`src/rtl/serial_add_scheduler.sv`:
```
// serial_add_scheduler
//   Shares one LSB-first bit-serial adder (full adder + carry flop) between
//   NREQ requesters. Round-robin arbitration picks a requester in IDLE, its
//   operands are shifted through the adder for WIDTH cycles (SHIFT), and the
//   result is held on the response port until it is consumed (RESP).
//
// Ports
//   clk          clock, rising edge
//   rst          asynchronous active-high reset
//   req_valid_i  [NREQ]        per-requester operand valid
//   req_ready_o  [NREQ]        one-hot accept, asserted only in IDLE
//   req_a_i      [NREQ*WIDTH]  operand A, requester i at [i*WIDTH +: WIDTH]
//   req_b_i      [NREQ*WIDTH]  operand B, same packing
//   rsp_valid_o                result valid
//   rsp_ready_i                result consumer ready
//   rsp_sum_o    [WIDTH]       (a+b) mod 2^WIDTH
//   rsp_cout_o                 carry out of the MSB
//   rsp_id_o     [IDW]         requester that owns the result
//   busy_o                     high in SHIFT or RESP
module serial_add_scheduler #(
  parameter int WIDTH = 4,
  parameter int NREQ  = 2,
  localparam int IDW  = (NREQ > 1) ? $clog2(NREQ) : 1
) (
  input  logic                    clk,
  input  logic                    rst,
  input  logic [NREQ-1:0]         req_valid_i,
  output logic [NREQ-1:0]         req_ready_o,
  input  logic [NREQ*WIDTH-1:0]   req_a_i,
  input  logic [NREQ*WIDTH-1:0]   req_b_i,
  output logic                    rsp_valid_o,
  input  logic                    rsp_ready_i,
  output logic [WIDTH-1:0]        rsp_sum_o,
  output logic                    rsp_cout_o,
  output logic [IDW-1:0]          rsp_id_o,
  output logic                    busy_o
);

  localparam int CW = (WIDTH > 1) ? $clog2(WIDTH) : 1;

  typedef enum logic [1:0] {
    IDLE  = 2'd0,
    SHIFT = 2'd1,
    RESP  = 2'd2
  } state_t;

  state_t           state_q, state_d;
  logic [IDW-1:0]   last_grant_q;
  logic [WIDTH-1:0] a_q, b_q, sum_q;
  logic             carry_q;
  logic [CW-1:0]    count_q;
  logic             rsp_cout_q;
  logic [IDW-1:0]   rsp_id_q;

  logic             any_valid;
  logic [IDW-1:0]   grant;
  logic [WIDTH-1:0] a_sel, b_sel;
  logic             s_bit, maj_bit, last_bit;
  logic [WIDTH-1:0] sum_d;

  // Round-robin search starting just after the previous winner.
  always_comb begin
    int             idx;
    logic [IDW-1:0] idx_v;
    any_valid = 1'b0;
    grant     = '0;
    idx       = 0;
    idx_v     = '0;
    for (int k = 1; k <= NREQ; k++) begin
      idx   = (int'(last_grant_q) + k) % NREQ;
      idx_v = IDW'(idx);
      if (!any_valid && req_valid_i[idx_v]) begin
        any_valid = 1'b1;
        grant     = idx_v;
      end
    end
  end

  // Operand mux for the granted requester.
  always_comb begin
    a_sel = '0;
    b_sel = '0;
    for (int i = 0; i < NREQ; i++) begin
      if (grant == IDW'(i)) begin
        a_sel = req_a_i[i*WIDTH +: WIDTH];
        b_sel = req_b_i[i*WIDTH +: WIDTH];
      end
    end
  end

  // One full-adder slice; the sum bit enters at the MSB so the LSB-first
  // stream ends up in natural bit order after WIDTH shifts.
  assign s_bit    = a_q[0] ^ b_q[0] ^ carry_q;
  assign maj_bit  = (a_q[0] & b_q[0]) | (a_q[0] & carry_q) | (b_q[0] & carry_q);
  assign sum_d    = (sum_q >> 1) | (WIDTH'(s_bit) << (WIDTH - 1));
  assign last_bit = (count_q == CW'(WIDTH - 1));

  // State register
  always_ff @(posedge clk or posedge rst) begin
    if (rst) state_q <= IDLE;
    else     state_q <= state_d;
  end

  // Next-state logic
  always_comb begin
    state_d = state_q;
    case (state_q)
      IDLE:    if (any_valid)   state_d = SHIFT;
      SHIFT:   if (last_bit)    state_d = RESP;
      RESP:    if (rsp_ready_i) state_d = IDLE;
      default:                  state_d = IDLE;
    endcase
  end

  // Outputs
  always_comb begin
    req_ready_o = '0;
    if (state_q == IDLE && any_valid) req_ready_o[grant] = 1'b1;
  end

  assign busy_o      = (state_q != IDLE);
  assign rsp_valid_o = (state_q == RESP);
  assign rsp_sum_o   = sum_q;
  assign rsp_cout_o  = rsp_cout_q;
  assign rsp_id_o    = rsp_id_q;

  // Datapath: operand capture on accept, one bit per SHIFT cycle.
  always_ff @(posedge clk or posedge rst) begin
    if (rst) begin
      last_grant_q <= IDW'(NREQ - 1);
      a_q          <= '0;
      b_q          <= '0;
      sum_q        <= '0;
      carry_q      <= 1'b0;
      count_q      <= '0;
      rsp_cout_q   <= 1'b0;
      rsp_id_q     <= '0;
    end else begin
      case (state_q)
        IDLE: begin
          if (any_valid) begin
            a_q          <= a_sel;
            b_q          <= b_sel;
            rsp_id_q     <= grant;
            carry_q      <= 1'b0;
            count_q      <= '0;
            last_grant_q <= grant;
          end
        end
        SHIFT: begin
          carry_q <= maj_bit;
          a_q     <= a_q >> 1;
          b_q     <= b_q >> 1;
          sum_q   <= sum_d;
          count_q <= count_q + CW'(1);
          if (last_bit) rsp_cout_q <= maj_bit;
        end
        default: ;
      endcase
    end
  end

endmodule

```
`config.mk`:
```
export PLATFORM = sky130hd
export DESIGN_NAME = serial_add_scheduler
export DESIGN_NICKNAME = d
export VERILOG_FILES = /design/src/rtl/serial_add_scheduler.sv
export SDC_FILE = /design/constraint.sdc
export NUM_CORES = 1
export LEC_CHECK = 0
export ABC_AREA = 1
export CORE_ASPECT_RATIO = 0.75
export CORE_MARGIN = 2
export CORE_UTILIZATION = 51
export CTS_CLUSTER_SIZE = 10
export DETAILED_ROUTE_END_ITERATION = 10
export GPL_TIMING_DRIVEN = 0
export PLACE_DENSITY = 0.84
export SETUP_SLACK_MARGIN = 0.02
export SYNTH_ARGS = -nofsm -noshare
export SYNTH_HDL_FRONTEND = slang
export SYNTH_SLANG_ARGS = --single-unit
export TNS_END_PERCENT = 50
```
`constraint.sdc`:
```
create_clock -name clk -period 3.15 [get_ports clk]
set_clock_uncertainty 0.05 [all_clocks]
set_input_delay 0.4725 -clock clk [delete_from_list [all_inputs] [get_ports clk]]
set_output_delay 0.4725 -clock clk [all_outputs]
set_load 0.01 [all_outputs]
```
==> summary.md <==
| Metric | Value |
|---|---|
| Final ANT Viol Nets | `0` |
| Mean Syn Cell Area | `7.71 sq um` |
| Worst Path Required | `2.63 ns` |
| Core box area | `0.00205 sq mm` |
| WL final | `2390 um` |
| Worst flop-to-flop path startpoint | `last_grant_q` |
| ANT cells | `0` |
| Total power divided by cell area | `959 mW/mm^2` |
| Static Leak | `0.802 nW` |
| CP Cell Sequence | `clkdlybuf4s50_1 -> nand2_2 -> nand3_2 -> nand2_4 -> inv_1 -> nand2_1 -> inv_1 -> clkdlybuf4s50_1` |
| CP Launch Type | `input port` |
| Post-CTS sizing | `0` |
| Area share of fa/ha/maj cells after synthesis | `2.87%` |
| Synth Warn # | `0` |
| Largest net degree at the start of global routing | `21` |
| Yosys cell types | `23` |
| Max transition margin | `50.7%` |
| Simple-Gate Fraction of Synth Area | `36.0%` |
| Total Power | `1.43 mW` |
| Vias post-DR | `1006` |
| Main synth FF type | `dfrtp_1` |
| Arrival time of the worst setup path | `2.07 ns` |
| Type of the tightest min-delay check | `register to register` |
| Cts bufs inserted | `3` |
| Hold depth | `2` |
| Iteration-0 DRC Markers | `37` |
| Post-synth net total | `170` |
| Post-synthesis mux area share | `0%` |
| Critical path's slowest cell | `clkdlybuf4s50_1` |
| Worst stage delay on the critical path | `0.52 ns` |
| Die Wd | `58.4 um` |
| DP Worst Slack | `0.557 ns` |
| Most frequent cells in the layout | `53 x nand2_1, 29 x clkdlybuf4s50_1, 22 x nand3_1` |
| Placed Instance Area | `0.00145 sq mm` |
| Outcome | `completed` |
| Routability Congestion | `0.775` |
| Ys async rst share | `100%` |
| Max Clk Rate | `385 MHz` |
| Synth Area in Compound Gates | `4.86%` |
| TritonRoute pass-1 iters | `3` |
| Post-cts hold buffer count | `0` |
| Cell Area, Synth | `0.00113 sq mm` |
| Seq/Total Area, Yosys | `44.3%` |
| Critical path endpoint category | `output pin` |
| RSZ-0062 raised after global routing | `no` |
| Worst VDD drop | `0.653 mV` |
| CP max FO | `10` |
| Post-CTS setup buffers | `0` |
| Clk_lat worst skew | `0.31 ns` |
| Worst-path clk slew | `0.12 ns` |
| Hold wc startpoint | `rsp_id_o` |
| Clock buffer depth | `2` |
| Root Driver | `clkbuf_4` |
| Sink Count | `20` |
| Die area | `0.00262 sq mm` |
| Grt total ovfl | `0` |
| Share of cells above drive strength 1 | `12.8%` |
| Total GRT Usage | `21.3%` |
| Layout area overhead | `31.5%` |
| CP Class | `input port to output pin` |
| Via density | `4.93` |
| Post-synth EDFFs | `0` |
| Vias in the first global route | `916` |
| FF-to-FF path depth | `7` |
| Global-route wire length before repair | `4100 um` |
| I/O Buffers | `29` |
| FP Rows | `14` |
| Min Hold Slack | `0.434 ns` |
| Final hold vios | `0` |
| # nets final | `204` |
| # DRC | `0` |
| Worst Tran Pin Value | `0.739 ns` |
| TritonCTS clock tree | `yes` |
| Setup TNS | `0 ns` |
| Die Y | `44.8 um` |
| Final setup violation count | `0` |
| Crit share post-route | `82.4%` |
| Most common cell after layout, fill and taps aside | `nand2_1` |
| Final Cell Area | `0.00149 sq mm` |
| RR Endpoint | `b_q[0]` |
| Max Slew Vio Count | `0` |
| Reg2reg setup slack | `1.75 ns` |
| Post-synthesis register bit count | `20` |
| WHS Endpoint | `rsp_id_o` |
| Setup WS post-layout | `0.554 ns` |
| Initial antenna violation count | `0` |
| Total of max-cap violations | `0` |
| H-Tree Depth | `1` |
| Initial core utilization | `55.3%` |
| Crit path time final | `2.60 ns` |
| Xor and xnor fraction of the mapped netlist area | `0%` |
| Mapped Cells | `147` |
| DP HPWL | `1880 um` |
| Largest family of logic cells by synthesized area | `simple AND/OR/NAND/NOR gates` |
| WL per Instance | `11.7 um` |
| Number of I/O pins | `31` |
[stage by stage]
step / instances / utilization [%]
global route: 204 / 72.7
CTS: 204 / 72.7
global placement: 200 / 70.9
detailed placement: 200 / 70.9
finish: 204 / 72.7
floorplan: 147 / -
[synthesized netlist by cell type (2+ instances only)]
library cell,count,area share [%]
nand2_2,2,1.1
dfrtp_1,19,42
nand2_1,53,18
buf_6,3,3.0
inv_1,21,7.0
a21oi_1,3,1.3
o21ai_1,4,1.8
nand3_1,22,9.7
nand3_2,3,2.6
nor2_1,2,0.66
inv_2,3,0.99
[area by class of cell]
| type | count | area (sq um) |
|---|---|---|
| multi-input cells | 98 | 495 |
| clock buffers | 4 | 36.3 |
| inverters | 24 | 90.1 |
| plain buffers | 5 | 46.3 |
| fillers | 176 | 559 |
| repair buffers | 29 | 290 |
| well taps | 24 | 30.0 |
| flip-flops and latches | 20 | 502 |
[state kept, by name, indices dropped and copies added, names as in the netlist]
signal / cells
a_q: 4
b_q: 4
carry_q: 1
count_q: 2
last_grant_q: 1
rsp_cout_o: 1
rsp_id_o: 1
rsp_sum_o: 4
state_q: 2
[worst max-delay path by stage]
stage,start,to,cells after the start
after floorplan,last_grant_q,req_ready_o[0],6
after global placement,req_valid_i[0],req_ready_o[0],8
after detailed placement,req_valid_i[0],req_ready_o[0],8
after CTS,req_valid_i[0],req_ready_o[0],8
after global routing,req_valid_i[0],req_ready_o[0],8
final,req_valid_i[0],req_ready_o[0],8
[worst max-delay path, delay by kind of cell]
family / cells / cell delay (ns)
buffers and inverters: 4 / 1.17
AND/OR/NAND/NOR: 4 / 0.42
[power breakdown]
part | leakage (nW) | internal (mW) | switching (mW)
clock network | 0.0210 | 0.0706 | 0.0798
registers | 0.250 | 0.384 | 0.0751
logic | 0.531 | 0.349 | 0.471
total | 0.802 | 0.803 | 0.626
[cells by family (layout without fill, tap and decap cells)]
logic type | count (synthesis) | in the layout
flip-flops | 20 | 20
AO/OA/AOI/OAI | 10 | 10
buffers and inverters | 29 | 62
adder cells (fa/ha/maj) | 2 | 2
AND/OR/NAND/NOR | 86 | 86
[metal layers]
| metal | wire length, um | global-route usage, % | part of all wire (%) | vias up |
|---|---|---|---|---|
| met3 | 93 | 4.30 | 3.9 | 2 |
| met1 | 1100 | 28.4 | 46 | 465 |
| li1 | - | - | - | 520 |
| met5 | 0 | 0 | 0 | - |
| met2 | 1180 | 35.5 | 49 | 19 |
| met4 | 18 | 6.51 | 0.75 | 0 |
Power figures use the tool's default switching activity.
